## src/rtl/fibo_bcd_converter_if.sv

```systemverilog
// Handshake bundle between a requester and the binary-to-BCD converter.
// The master drives start/bin_in and the slave returns status and result.
interface fibo_bcd_converter_if;
    logic        start;
    logic [15:0] bin_in;
    logic        busy;
    logic        done;
    logic [19:0] bcd_out;
    logic [2:0]  ndigits;

    modport master (
        output start, bin_in,
        input  busy, done, bcd_out, ndigits
    );

    modport slave (
        input  start, bin_in,
        output busy, done, bcd_out, ndigits
    );
endinterface

```

## src/rtl/fibo_bcd_converter.sv

```systemverilog
// 16-bit binary to 5-digit packed BCD converter (shift-and-add-3).
// Sixteen shift cycles per conversion, then a one-cycle done pulse.
module fibo_bcd_converter (
    input logic                clk,
    input logic                reset_n,
    fibo_bcd_converter_if.slave bus
);
    localparam logic [1:0] S_IDLE  = 2'd0;
    localparam logic [1:0] S_SHIFT = 2'd1;
    localparam logic [1:0] S_DONE  = 2'd2;

    logic [1:0]  r_state;
    logic [15:0] r_sr;
    logic [19:0] r_acc;
    logic [4:0]  r_cnt;
    logic [19:0] r_bcd;
    logic [2:0]  r_nd;

    logic [19:0] w_corr;
    logic [35:0] w_shift;
    logic [19:0] w_acc_nx;
    logic [2:0]  w_nd;

    always_comb begin
        w_corr = r_acc;
        for (int i = 0; i < 5; i++) begin
            if (r_acc[4*i +: 4] >= 4'd5) begin
                w_corr[4*i +: 4] = r_acc[4*i +: 4] + 4'd3;
            end
        end
    end

    assign w_shift  = {w_corr, r_sr} << 1;
    assign w_acc_nx = w_shift[35:16];

    // Significant-digit count of the value being loaded; zero counts as one digit.
    always_comb begin
        w_nd = 3'd1;
        if (w_acc_nx[19:16] != 4'd0) begin
            w_nd = 3'd5;
        end else if (w_acc_nx[15:12] != 4'd0) begin
            w_nd = 3'd4;
        end else if (w_acc_nx[11:8] != 4'd0) begin
            w_nd = 3'd3;
        end else if (w_acc_nx[7:4] != 4'd0) begin
            w_nd = 3'd2;
        end
    end

    always_ff @(posedge clk or negedge reset_n) begin
        if (!reset_n) begin
            r_state <= S_IDLE;
            r_sr    <= '0;
            r_acc   <= '0;
            r_cnt   <= '0;
            r_bcd   <= '0;
            r_nd    <= 3'd1;
        end else begin
            unique case (r_state)
                S_IDLE: begin
                    if (bus.start) begin
                        r_sr    <= bus.bin_in;
                        r_acc   <= '0;
                        r_cnt   <= '0;
                        r_state <= S_SHIFT;
                    end
                end
                S_SHIFT: begin
                    r_sr  <= w_shift[15:0];
                    r_acc <= w_acc_nx;
                    r_cnt <= r_cnt + 5'd1;
                    if (r_cnt == 5'd15) begin
                        r_bcd   <= w_acc_nx;
                        r_nd    <= w_nd;
                        r_state <= S_DONE;
                    end
                end
                S_DONE: begin
                    r_state <= S_IDLE;
                end
                default: begin
                    r_state <= S_IDLE;
                end
            endcase
        end
    end

    assign bus.busy    = (r_state == S_SHIFT);
    assign bus.done    = (r_state == S_DONE);
    assign bus.bcd_out = r_bcd;
    assign bus.ndigits = r_nd;
endmodule
```

## src/flat_wrapper.sv

```systemverilog
// flat-port wrapper written by rule: the top's interface ports become plain ports
module fibo_bcd_converter_flat 
  (clk, reset_n, bus_start, bus_bin_in, bus_busy, bus_done, bus_bcd_out, bus_ndigits);
  fibo_bcd_converter_if bus_i ();
  input logic clk;
  input logic reset_n;
  input wire logic [$bits(bus_i.start)-1:0] bus_start;
  input wire logic [$bits(bus_i.bin_in)-1:0] bus_bin_in;
  output wire logic [$bits(bus_i.busy)-1:0] bus_busy;
  output wire logic [$bits(bus_i.done)-1:0] bus_done;
  output wire logic [$bits(bus_i.bcd_out)-1:0] bus_bcd_out;
  output wire logic [$bits(bus_i.ndigits)-1:0] bus_ndigits;
  assign bus_i.start = bus_start;
  assign bus_i.bin_in = bus_bin_in;
  assign bus_busy = bus_i.busy;
  assign bus_done = bus_i.done;
  assign bus_bcd_out = bus_i.bcd_out;
  assign bus_ndigits = bus_i.ndigits;
  fibo_bcd_converter u_core (.clk(clk), .reset_n(reset_n), .bus(bus_i));
endmodule
```

## config.mk

```make
export PLATFORM = sky130hd
export DESIGN_NAME = fibo_bcd_converter_flat
export DESIGN_NICKNAME = d
export VERILOG_FILES = /design/src/rtl/fibo_bcd_converter_if.sv /design/src/rtl/fibo_bcd_converter.sv /design/src/flat_wrapper.sv
export SDC_FILE = /design/constraint.sdc
export NUM_CORES = 1
export LEC_CHECK = 0
export BUFFER_PORTS_ARGS = -buffer_cell sky130_fd_sc_hd__buf_2
export CAP_MARGIN = 20
export CORE_UTILIZATION = 54
export CTS_BUF_LIST = sky130_fd_sc_hd__clkbuf_4
export DETAILED_ROUTE_END_ITERATION = 6
export GPL_TIMING_DRIVEN = 0
export PLACE_DENSITY = 0.85
export SYNTH_ARGS = -nofsm -noshare
export SYNTH_HDL_FRONTEND = slang
export SYNTH_SLANG_ARGS = --single-unit
```

## constraint.sdc

```tcl
create_clock -name clk -period 1.8 [get_ports clk]
set_clock_uncertainty 0.05 [all_clocks]
set_input_delay 0.18 -clock clk [delete_from_list [all_inputs] [get_ports clk]]
set_output_delay 0.18 -clock clk [all_outputs]
set_load 0.01 [all_outputs]
```

[Yosys cells after proc, flatten, opt, wreduce, memory -nomap -nowiden]
Index checks and enable logic that the tools add are counted.
Widths: inputs -> output; s select.
Cells by class
  add/sub/neg operators: 6
  magnitude comparators: 5
  equality and inequality tests: 5
  muxes and demuxes: 18
  reductions and logical operators: 9
Operators by type and width (number)
  $pmux 20 s2: 1
  $pmux 16 s2: 1
  $ge 4x3->1 const B: 5
  $mux 20: 1
  $add 4x2->4 const B: 4
  $mux 16: 1
  $mux 4: 4
  $reduce_bool 4->1: 4
  $mux 3: 4
  $pmux 5 s2: 1
  $mux 2: 3
  $reduce_and 2->1: 3
  $add 5x1->5 const B: 1
  $eq 5x4->1 const B: 1
  $mux 5: 1
  $pmux 2 s2: 1
  $add 3x2->3 const B: 1
  $eq 2x1->1 const B: 1
  $eq 2x2->1 const B: 1
  $logic_not 2->1: 1
  $ne 2x1->1 const B: 1
  $ne 2x2->1 const B: 1
  $reduce_bool 2->1: 1
Storage, ports and cells
  register bits after elaboration: 66
  input port bits: 19
  output and inout port bits: 25
  logic and storage cells: 49

[Longest topological paths before layout]
Gate-level depths: netlist (run 1).
  depth in word-level cells: 7
  mapped depth: 7
  gate-level depth less buffers: 7

[Least setup slack after synthesis (run 1)]
OpenSTA, ideal clock, no wires.
  kind: reg-to-reg
  start point: register u_core.r_acc[8]
  end point: register u_core.r_nd[0], in the netlist u_core.bus.ndigits[0]
  library setup time: 90 ps
  data arrival time: 1794 ps
  required time: 1660 ps
  path slack: -134 ps
  cell stages (with the launch flop): 8
  buffers on the path: 0
  clock period less this slack: 1934 ps
  cell sequence: dfrtp_1 -> inv_1 -> ha_1 -> nand2b_1 -> a21oi_2 -> mux2_4 -> a2111oi_4 -> o221ai_2
Between the ends
  word-level cells in the longest chain between the ends: 6
  elaborated cells on any way between the ends: 8
RTL lines
  from (decl): line fibo_bcd_converter.sv:14  | logic [19:0] r_acc;
  from (signal assigned): line fibo_bcd_converter.sv:70  | r_acc <= w_acc_nx;
  $add 4x2->4 or $ge 4x3->1 (tied branches): line fibo_bcd_converter.sv:28, fibo_bcd_converter.sv:27
  $mux 4 (*): line fibo_bcd_converter.sv:27  | if (r_acc[4*i +: 4] >= 4'd5) begin
  $reduce_bool 4->1: line fibo_bcd_converter.sv:43  | end else if (w_acc_nx[11:8] != 4'd0) begin
  $mux 3: line fibo_bcd_converter.sv:43
  $mux 3 (*): line fibo_bcd_converter.sv:41  | end else if (w_acc_nx[15:12] != 4'd0) begin
  $mux 3 (*): line fibo_bcd_converter.sv:39  | if (w_acc_nx[19:16] != 4'd0) begin
  to (signal assigned): line fibo_bcd_converter.sv:74  | r_nd <= w_nd;
  to (decl): line fibo_bcd_converter.sv:17  | logic [2:0] r_nd;
Every way passes the cells marked *; elsewhere a longest branch is shown, timed or not.
A chain may end at the register's enable or synchronous reset.

[Worst setup path after layout (run 1)]
  start point: register u_core.r_acc[1]
  end point: register u_core.r_nd[1], in the netlist u_core.bus.ndigits[1]
Between the ends
  word-level cells in the longest chain between the ends: 7
  elaborated cells on any way between the ends: 8
RTL lines
  $add 4x2->4 or $ge 4x3->1 (tied branches): line fibo_bcd_converter.sv:28, fibo_bcd_converter.sv:27
  $mux 4 (*): line fibo_bcd_converter.sv:27
  $reduce_bool 4->1 (*): line fibo_bcd_converter.sv:45  | end else if (w_acc_nx[7:4] != 4'd0) begin
  $mux 2 (*): line fibo_bcd_converter.sv:45
  $mux 3 (*): line fibo_bcd_converter.sv:43
  $mux 3 (*): line fibo_bcd_converter.sv:41
  $mux 3 (*): line fibo_bcd_converter.sv:39
Marked as above.

==> results of run 1 <==
repair_timing:
item / CTS / global route
hold buffers: 5 / 1
hold endpoints to repair: 69 / 1
pin swaps: 8 / 13
gates resized for setup: 10 / 42
buffers inserted: 14 / 7
endpoints found under the setup margin: 19 / 27
power by group through the flow:
| stage | logic (W) | registers (W) | clock network, W |
|---|---|---|---|
| after floorplan | 0.00233 | 0.00265 | 0 |
| after global placement | 0.00310 | 0.00262 | 0 |
| after detailed placement | 0.00325 | 0.00266 | 0 |
| after CTS | 0.00359 | 0.00262 | 0.000848 |
| after global routing | 0.00451 | 0.00277 | 0.000930 |
| final | 0.00408 | 0.00270 | 0.000850 |
flip-flops by register name, summed over array words and instances (netlist names):
signal              flops
u_core.bus.bcd_out     20
u_core.r_acc           20
u_core.r_sr            16
u_core.r_cnt            5
u_core.bus.ndigits      3
u_core.r_state          2
area by class of cell:
type	instances	share of cell area, %
multi-input cells	236	40.6
plain buffers	14	1.78
inverters	14	1.53
repair buffers	70	10.8
clock buffers	12	2.21
flip-flops and latches	66	40.5
clock inverters	4	0.490
well taps	72	2.21
worst min-delay path by stage:
stage / from / to / slack (ps)
6_report: bus_bin_in[2] / u_core.r_sr[2]$_DFFE_PN0P_ / 5
5_1_grt: bus_bin_in[2] / u_core.r_sr[2]$_DFFE_PN0P_ / 10
4_1_cts: bus_bin_in[2] / u_core.r_sr[2]$_DFFE_PN0P_ / 0.2
3_5_place_dp: reset_n / u_core.r_acc[13]$_DFFE_PN0P_ / 280
3_3_place_gp: bus_bin_in[0] / u_core.r_sr[0]$_DFFE_PN0P_ / 390
2_1_floorplan: reset_n / u_core.bus.bcd_out[0]$_DFFE_PN0P_ / -170
worst register-to-register path, stage by stage, from the launching register on:
cell      delay, ps
dfrtp_1         400
inv_2            90
ha_4            160
and2b_2         250
nor3_4           50
a211oi_2        340
nand4_1         200
a32o_2          280
layer usage:
metal / up-vias / track usage (%) / routed length (µm)
met4: 0 / 9.82 / 135
li1: 1314 / - / -
met2: 89 / 45.1 / 4020
met1: 1374 / 33.3 / 3420
met3: 15 / 8.57 / 438
met5: - / 0 / 0
cells in the final DEF (no fill, tap or decap), drive strengths merged, types with 2 or more instances in the layout:
cell type    Yosys  final
o21ai           65     65
xnor2            5      5
nor2             7      7
clkinv           0      4
clkbuf           7     17
nor3             7      7
inv             14     14
dfrtp           65     65
a21oi           13     13
nand2b           8      8
buf              8     73
a211oi           2      2
a32o             2      2
nand2           62     62
ha              12     12
nand3            3      3
a22oi           15     15
a22o             2      2
nor2b            5      5
and3             3      3
mux2i            4      4
nor3b            4      4
dlygate4sd3      0      6
mux2             8      8
per-stage QoR:
| stage | setup slack (ps) | std cells |
|---|---|---|
| after floorplan | -14.7 | 331 |
| after CTS | -95.9 | 480 |
| after global placement | -161 | 446 |
| after detailed placement | -158 | 446 |
| after global routing | -155 | 488 |
| final | -105 | 488 |
cells by family after synthesis:
| logic type | count (synthesis) | synth area share (%) |
|---|---|---|
| xor gates and xnor gates | 5 | 1.35 |
| DFF | 66 | 50.9 |
| adders and majority gates | 12 | 4.62 |
| muxes | 12 | 4.12 |
| and+or+nand+nor | 102 | 14.7 |
| AOI/OAI and AO/OA | 105 | 20.3 |
| buffers and inverters | 29 | 3.93 |
==> flow_summary.json, run 1 <==
{
  "holdPathStages": 3,
  "cts_tree": "done",
  "vdd.ir_drop.worst_mv": 1.06,
  "grt_max_degree": 67,
  "gp_congestion": 0.847,
  "yosysMostFrequentCell": "dfrtp_1",
  "internal_power_w": 0.00435,
  "drt-initial-drc-count": 209,
  "maxCapViolations": 0,
  "drive_above_1_share_pct": 34.9,
  "htree_num_levels": 3,
  "finalMaxSlewViolations": 0,
  "holdWs_ps": 4.62,
  "stdcell_area_um2": 4090,
  "clock-sinks": 66,
  "power_density_nw_per_um2": 1870,
  "place_hpwl_um": 4840,
  "synth-edff-count": 0,
  "cp_data_required_time_ps": 2060,
  "pwr-share-comb_pct": 53.5,
  "crit_chain": "inv_2 -> ha_4 -> and2b_2 -> nor3_4 -> a211oi_2 -> nand4_1 -> a32o_2",
  "period_minus_slack_ps": 1900,
  "clkLatencyLatePin_ps": 420,
  "syn_to_final_growth_pct": 25.8,
  "place_area_um2": 3590,
  "start_util_pct": 57.6,
  "status": "complete, but fails checks",
  "grt_pass1_vias": 2794,
  "clk_pin_slew_ps": 110,
  "p_leak_nw": 1.86,
  "hp-class": "primary input to flop",
  "crit_family": "compound AO/OA/AOI/OAI gates",
  "power.total_w": 0.00763,
  "die_y_um": 79.5,
  "grt_pass1_wl_um": 13000,
  "portBuffers": 43,
  "end_kind": "flop",
  "wl_um": 8010,
  "r2r-end": "u_core.bus.ndigits[1]$_DFFE_PN0P_",
  "synth-main-ff-cell": "dfrtp_1",
  "vias": 2792,
  "violations": "setup timing",
  "setup.worst_path.end": "u_core.bus.ndigits[1]$_DFFE_PN0P_",
  "r2r-start": "u_core.r_acc[1]$_DFFE_PN0P_",
  "period_share_pct": 106,
  "final_util_pct": 72.4,
  "fin_ws_ps": -105,
  "reg2reg_depth": 7,
  "p_sw_w": 0.00328,
  "ioPinCount": 44,
  "synth_common_cells": "dfrtp_1, nand2_1, o21ai_0, a22oi_1",
  "syn_area_um2": 3250,
  "yosys.area.top_type": "dfrtp_1",
  "rows": 27,
  "fmax_ghz": 0.525,
  "critical_path_buf_inv_count": 1,
  "cp.arrival_ps": 2170,
  "cts_root_buf": "clkbuf_4",
  "cts_made_buffers": 9,
  "tightestPinTransition_ps": 842,
  "core_area_um2": 5640,
  "p_clk_share_pct": 11.1,
  "drtPass1Iterations": 4,
  "route.detailed.drc": 0,
  "rsz0062_at_grt": "yes",
  "register_area_um2": 1650,
  "netlist.area_leader.share_pct": 50.1,
  "overflow": 0,
  "die_area_um2": 6330,
  "avgSynthCellArea_um2": 9.81,
  "ff2ff_setup_slack_ps": -100,
  "die_x_um": 79.5,
  "swShare_pct": 43.0,
  "multi_input_area_um2": 1660,
  "yosys-top-cells-area": "dfrtp_1, o21ai_0, nand2_1",
  "tns_ps": -119,
  "synthDistinctLibCells": 47,
  "async_flop_share_pct": 100,
  "syn_nets": 362,
  "grt_util_all_layers_pct": 27.2,
  "wl_per_cell_um": 16.4,
  "antenna_found_initial": 0,
  "ys_seq_area_share_pct": 50.9,
  "cp.depth": 7,
  "critPathLaunch": "u_core.r_acc[1]$_DFFE_PN0P_",
  "fillCellCount": 406,
  "setup-violations-final": 2,
  "hold_viol": 0,
  "cp_max_fo": 3,
  "slowest_delay_ps": 400,
  "nets": 442,
  "ant_nets": 0,
  "synth_seq_cells": 66,
  "startpoint_type": "flop",
  "slew_headroom_pct": 43.9,
  "syn_inst": 331,
  "worstSetupPathType": "flop to flop",
  "n_antenna_cell": 0,
  "clock_path_buffers": 2,
  "yosys_warnings": 0,
  "crit_path_top_delay_cell": "dfrtp_1",
  "sequentialPowerShare_pct": 35.4,
  "via_per_inst": 5.72
}
No activity file was read; power rests on OpenSTA's default activity.
==> run 2: changes to the inputs <==
--- a/config.mk
+++ b/config.mk
@@ -5,13 +5,14 @@
 export SDC_FILE = /design/constraint.sdc
 export NUM_CORES = 1
 export LEC_CHECK = 0
-export BUFFER_PORTS_ARGS = -buffer_cell sky130_fd_sc_hd__buf_2
 export CAP_MARGIN = 20
-export CORE_UTILIZATION = 54
+export CORE_UTILIZATION = 59
 export CTS_BUF_LIST = sky130_fd_sc_hd__clkbuf_4
 export DETAILED_ROUTE_END_ITERATION = 6
+export DONT_BUFFER_PORTS = 1
 export GPL_TIMING_DRIVEN = 0
-export PLACE_DENSITY = 0.85
+export PLACE_DENSITY = 0.84
 export SYNTH_ARGS = -nofsm -noshare
 export SYNTH_HDL_FRONTEND = slang
 export SYNTH_SLANG_ARGS = --single-unit
+export TNS_END_PERCENT = 10
==> run 2 against run 1 <==
Effect of this change:
- register-to-register slack gained 20 ps
- global-route usage shrank 0.93 points
- final cell count shrank 8.4%
- final area shrank 5.0%
- the flow still finishes with violations (setup timing)
- critical path depth is the same
==> flow_summary.json, run 2 (synthesis gave the netlist of run 1 again) <==
{
  "status": "complete, but fails checks",
  "vias": 2604,
  "reg2reg_depth": 7,
  "clk_pin_slew_ps": 100,
  "overflow": 0,
  "via_per_inst": 5.83,
  "drive_above_1_share_pct": 22.5,
  "maxCapViolations": 0,
  "place_hpwl_um": 4710,
  "register_area_um2": 1660,
  "period_share_pct": 105,
  "clock_path_buffers": 2,
  "final_util_pct": 74.5,
  "min_to": "u_core.r_sr[0]$_DFFE_PN0P_",
  "startpoint_type": "flop",
  "multi_input_area_um2": 1600,
  "power_density_nw_per_um2": 1810,
  "hp-class": "primary input to flop",
  "antenna_found_initial": 0,
  "grt_util_all_layers_pct": 26.3,
  "cp_max_fo": 4,
  "final_common_cell": "dfrtp_1",
  "grt_pass1_vias": 2481,
  "drtPass1Iterations": 5,
  "wl_per_cell_um": 16.2,
  "nets": 403,
  "violations": "setup timing",
  "period_minus_slack_ps": 1890,
  "cp_data_required_time_ps": 2050,
  "gp_congestion": 0.857,
  "end_kind": "flop",
  "dp_slack_ps": -191,
  "htree_num_levels": 3,
  "portBuffers": 0,
  "slew_headroom_pct": 73.8,
  "rsz0062_at_grt": "yes",
  "drt-initial-drc-count": 225,
  "hp-start": "bus_start",
  "die_area_um2": 5800,
  "cts_tree": "done",
  "route.detailed.drc": 0,
  "n_antenna_cell": 0,
  "cts_made_buffers": 9,
  "p_leak_nw": 1.67,
  "core_area_um2": 5200,
  "hold_viol": 0,
  "start_util_pct": 62.4,
  "r2r-start": "u_core.r_acc[0]$_DFFE_PN0P_",
  "tightestPinTransition_ps": 391,
  "tns_ps": -118,
  "rows": 26,
  "grt_max_degree": 67,
  "finalMaxSlewViolations": 0,
  "clkLatencyLatePin_ps": 400,
  "layout_common_cells": "dfrtp_1, nand2_1, o21ai_0",
  "syn_to_final_growth_pct": 19.5,
  "ff2ff_setup_slack_ps": -90,
  "setup-violations-final": 3,
  "fillCellCount": 362,
  "ant_nets": 0,
  "grt_pass1_wl_um": 11900,
  "r2r-end": "u_core.bus.ndigits[1]$_DFFE_PN0P_",
  "die_y_um": 76.2,
  "die_x_um": 76.2,
  "fin_ws_ps": -88.0,
  "clock-sinks": 66,
  "vdd.ir_drop.worst_mv": 0.918,
  "fmax_ghz": 0.530,
  "holdWs_ps": 105,
  "holdPathStages": 2,
  "cp.arrival_ps": 2140,
  "wl_um": 7220,
  "cts_root_buf": "clkbuf_4",
  "ioPinCount": 44,
  "worstSetupPathType": "flop to flop"
}
==> run 2: cell types whose count changed in the layout (fill, tap and decap cells not counted), moves of 3 or more <==
| cell | change |
|---|---|
| clkinv_1 | +3 |
| ha_2 | +3 |
| buf_2 | -42 |
| buf_4 | -12 |
| ha_4 | -3 |
| clkbuf_2 | +3 |
| o21ai_0 | +3 |
| dlygate4sd3_1 | +12 |
==> run 2: cell type report <==
type                    count  share of cell area, %
flip-flops and latches     66                   42.7
multi-input cells         236                   41.3
repair buffers             30                   7.58
well taps                  70                   2.26
clock buffers              11                   2.13
plain buffers              15                   1.87
inverters                  14                   1.61
clock inverters             5                  0.548
==> run 2: worst max-delay path by stage <==
stage	depth (start not counted)	startpoint	end
2_1_floorplan	6	u_core.r_acc[8]$_DFFE_PN0P_	u_core.bus.ndigits[0]$_DFFE_PN1P_
3_3_place_gp	7	u_core.r_acc[4]$_DFFE_PN0P_	u_core.bus.ndigits[1]$_DFFE_PN0P_
3_5_place_dp	7	u_core.r_acc[4]$_DFFE_PN0P_	u_core.bus.ndigits[1]$_DFFE_PN0P_
4_1_cts	7	u_core.r_cnt[0]$_DFFE_PN0P_	u_core.bus.ndigits[1]$_DFFE_PN0P_
5_1_grt	7	u_core.r_acc[1]$_DFFE_PN0P_	u_core.bus.ndigits[1]$_DFFE_PN0P_
6_report	7	u_core.r_acc[0]$_DFFE_PN0P_	u_core.bus.ndigits[1]$_DFFE_PN0P_
==> run 2: power by group <==
| part | switching, W | total (W) | internal [W] |
|---|---|---|---|
| combinational | 0.00183 | 0.00340 | 0.00157 |
| clock | 0.000504 | 0.000801 | 0.000298 |
| sequential | 0.000693 | 0.00282 | 0.00213 |
==> run 2: repair_timing <==
action	in CTS	in global routing
cloned	0	0
pin swaps	4	10
hold buffers	19	0
gates resized for setup	4	32
buffers inserted	5	6
setup endpoints to repair	20	25
hold endpoints to repair	82	0
==> run 2: stage by stage <==
| stage | total power (W) | area (µm²) | cells |
|---|---|---|---|
| 2_1_floorplan | 0.00498 | 3280 | 331 |
| 6_report | 0.00702 | 3880 | 447 |
| 3_3_place_gp | 0.00549 | 3370 | 401 |
| 5_1_grt | 0.00760 | 3880 | 447 |
| 3_5_place_dp | 0.00567 | 3370 | 401 |
| 4_1_cts | 0.00669 | 3730 | 441 |
==> run 2: worst max-delay path, stage by stage, from the launching register on <==
cell	delay, ps
dfrtp_2	460
inv_2	100
ha_4	150
and2b_1	180
nor3_2	60
a211oi_2	350
nand4_1	160
a32o_2	270
==> run 2: per-layer routing <==
metal | GRT usage [%] | routed length (µm) | vias up
li1 | - | - | 1245
met1 | 34.7 | 3150 | 1293
met2 | 43.5 | 3710 | 56
met3 | 4.67 | 293 | 10
met4 | 10.2 | 74 | 0
met5 | 0 | 0 | -
==> run 3: changes to the inputs <==
--- a/config.mk
+++ b/config.mk
@@ -6,12 +6,12 @@
 export NUM_CORES = 1
 export LEC_CHECK = 0
 export CAP_MARGIN = 20
-export CORE_UTILIZATION = 59
+export CORE_UTILIZATION = 64
 export CTS_BUF_LIST = sky130_fd_sc_hd__clkbuf_4
 export DETAILED_ROUTE_END_ITERATION = 6
 export DONT_BUFFER_PORTS = 1
 export GPL_TIMING_DRIVEN = 0
-export PLACE_DENSITY = 0.84
+export PLACE_DENSITY = 0.86
 export SYNTH_ARGS = -nofsm -noshare
 export SYNTH_HDL_FRONTEND = slang
 export SYNTH_SLANG_ARGS = --single-unit
==> constraint.sdc (replaced) <==
create_clock -name clk -period 2 [get_ports clk]
set_clock_uncertainty 0.05 [all_clocks]
set_input_delay 0.2 -clock clk [delete_from_list [all_inputs] [get_ports clk]]
set_output_delay 0.2 -clock clk [all_outputs]
set_load 0.01 [all_outputs]
==> run 3 against run 2 <==
Effect of this change:
- the run still ends with setup timing left
- routed wire length increased by 2.0%
- register-to-register slack improved by 80 ps
- total power decreased by 7.0%
- combinational power decreased by 19%
- global-route usage increased by 4.6 points
- first-iteration DRC count decreased by 25%
- sequential cell count unchanged
- via count decreased by 0.54%
- clock-buffer cell count decreased by 2
- sequential power decreased by 11%
- final cell count decreased by 2.2%
- maximum frequency decreased by 6.2%
==> flow_summary.json, run 3 (synthesis gave the netlist of run 1 again) <==
{
  "status": "complete, but fails checks",
  "violations": "setup timing",
  "antenna_found_initial": 0,
  "ff2ff_setup_slack_ps": -10,
  "dp.cells": 398,
  "final_common_cell": "dfrtp_1",
  "vdd.ir_drop.worst_mv": 0.973,
  "cts_tree": "done",
  "slowest_delay_ps": 430,
  "cp_data_required_time_ps": 2250,
  "crit_path_top_delay_cell": "dfrtp_1",
  "slew_headroom_pct": 69.1,
  "p_leak_nw": 1.68,
  "power_density_nw_per_um2": 1710,
  "wl_per_cell_um": 16.9,
  "rsz0062_at_grt": "yes",
  "gp_congestion": 0.835,
  "portBuffers": 0,
  "period_share_pct": 101,
  "r2r-start": "u_core.r_acc[5]$_DFFE_PN0P_",
  "via_per_inst": 5.93,
  "n_antenna_cell": 0,
  "place_area_um2": 3330,
  "tightestPinTransition_ps": 464,
  "die_x_um": 73.2,
  "fmax_ghz": 0.497,
  "syn_to_final_growth_pct": 17.2,
  "reg2reg_depth": 7,
  "htree_num_levels": 3,
  "overflow": 0,
  "setup.worst_path.end": "u_core.bus.ndigits[1]$_DFFE_PN0P_",
  "fin_ws_ps": -12.1,
  "drive_above_1_share_pct": 16.5,
  "nets": 396,
  "core_area_um2": 4820,
  "stdcell_area_um2": 3810,
  "clk_pin_slew_ps": 110,
  "worstSetupPathType": "flop to flop",
  "vias": 2590,
  "r2r-end": "u_core.bus.ndigits[1]$_DFFE_PN0P_",
  "rows": 25,
  "start_util_pct": 67.4,
  "grt_util_all_layers_pct": 30.9,
  "crit_chain": "inv_1 -> ha_1 -> nand2b_2 -> a21oi_4 -> mux2i_4 -> nand4_1 -> a32o_2",
  "route.detailed.drc": 0,
  "fillCellCount": 323,
  "die_y_um": 73.2,
  "power.total_w": 0.00653,
  "end_kind": "flop",
  "grt_pass1_wl_um": 12200,
  "grt_pass1_vias": 2566,
  "ant_nets": 0,
  "cp_max_fo": 4,
  "finalMaxSlewViolations": 0,
  "wl_um": 7370,
  "startpoint_type": "flop",
  "holdWs_ps": 106,
  "setup-violations-final": 2,
  "ioPinCount": 44,
  "cts_root_buf": "clkbuf_4",
  "layout_common_cells": "dfrtp_1, nand2_1, o21ai_0",
  "hp-class": "primary input to flop",
  "drt-initial-drc-count": 168,
  "hold_viol": 0,
  "clock_path_buffers": 2,
  "critPathLaunch": "u_core.r_acc[5]$_DFFE_PN0P_",
  "maxCapViolations": 0,
  "clkLatencyLatePin_ps": 410,
  "drtPass1Iterations": 4,
  "die_area_um2": 5360,
  "period_minus_slack_ps": 2010,
  "cts_made_buffers": 9,
  "fin_cells": 437,
  "grt_max_degree": 67,
  "clock-sinks": 66,
  "cp.arrival_ps": 2270,
  "place_hpwl_um": 4580
}
[run 3: per-stage QoR]
stage | TNS [ps] | util, % | setup slack [ps]
floorplan | 0 | - | 65.9
global placement | -131 | 69.1 | -91.5
detailed placement | -277 | 69.1 | -151
CTS | 0 | 78.9 | 19.7
global route | -193 | 79.0 | -73.9
finish | -17.1 | 79.0 | -12.1
[run 3: area by class of cell]
cell class / count / area (µm²) / area share (%)
Clock inverter: 7 / 141 / 3.71
Inverter: 14 / 60.1 / 1.58
Sequential cell: 66 / 1650 / 43.4
Timing Repair Buffer: 23 / 238 / 6.25
Tap cell: 67 / 83.8 / 2.20
Buffer: 15 / 71.3 / 1.87
Clock buffer: 9 / 67.6 / 1.78
Multi-Input combinational cell: 236 / 1490 / 39.2
[run 3: worst min path at each step]
stage / startpoint / slack, ps / endpoint / cells after the start
after floorplan: reset_n / -150 / u_core.bus.bcd_out[0]$_DFFE_PN0P_ / 0
after global placement: reset_n / -140 / u_core.r_acc[13]$_DFFE_PN0P_ / 0
after detailed placement: reset_n / -140 / u_core.bus.bcd_out[12]$_DFFE_PN0P_ / 0
after CTS: bus_start / 100 / u_core.r_cnt[2]$_DFFE_PN0P_ / 3
after global routing: bus_start / 90 / u_core.r_cnt[2]$_DFFE_PN0P_ / 3
final: bus_start / 110 / u_core.r_cnt[2]$_DFFE_PN0P_ / 3
[run 3: power by group]
group | internal, W | switching [W] | leakage, nW
clock | 0.000758 | 0.000497 | 0.106
sequential | 0.00191 | 0.000601 | 0.846
combinational | 0.00120 | 0.00156 | 0.723
[run 3: critical path: cells and delay by family (launching register included)]
family / cells / cell delay (ps)
AO/OA/AOI/OAI: 2 / 480
adder cells (fa/ha/maj): 1 / 190
buffers and inverters: 1 / 100
flip-flops: 1 / 430
multiplexers: 1 / 320
AND/OR/NAND/NOR: 2 / 340
[run 3: what timing repair did]
action,in CTS,in global routing
pin swaps,2,1
buffers inserted,4,0
hold buffers,19,0
endpoints found under the hold margin,82,0
setup endpoints to repair,2,18
resized for setup,6,7
[run 3: per-layer routing]
| layer | share of wire, % | GRT usage, % | vias up |
|---|---|---|---|
| met2 | 51 | 51.3 | 74 |
| li1 | - | - | 1231 |
| met5 | 0 | 0 | - |
| met1 | 42 | 39.4 | 1273 |
| met3 | 4.7 | 7.46 | 12 |
| met4 | 1.8 | 11.1 | 0 |
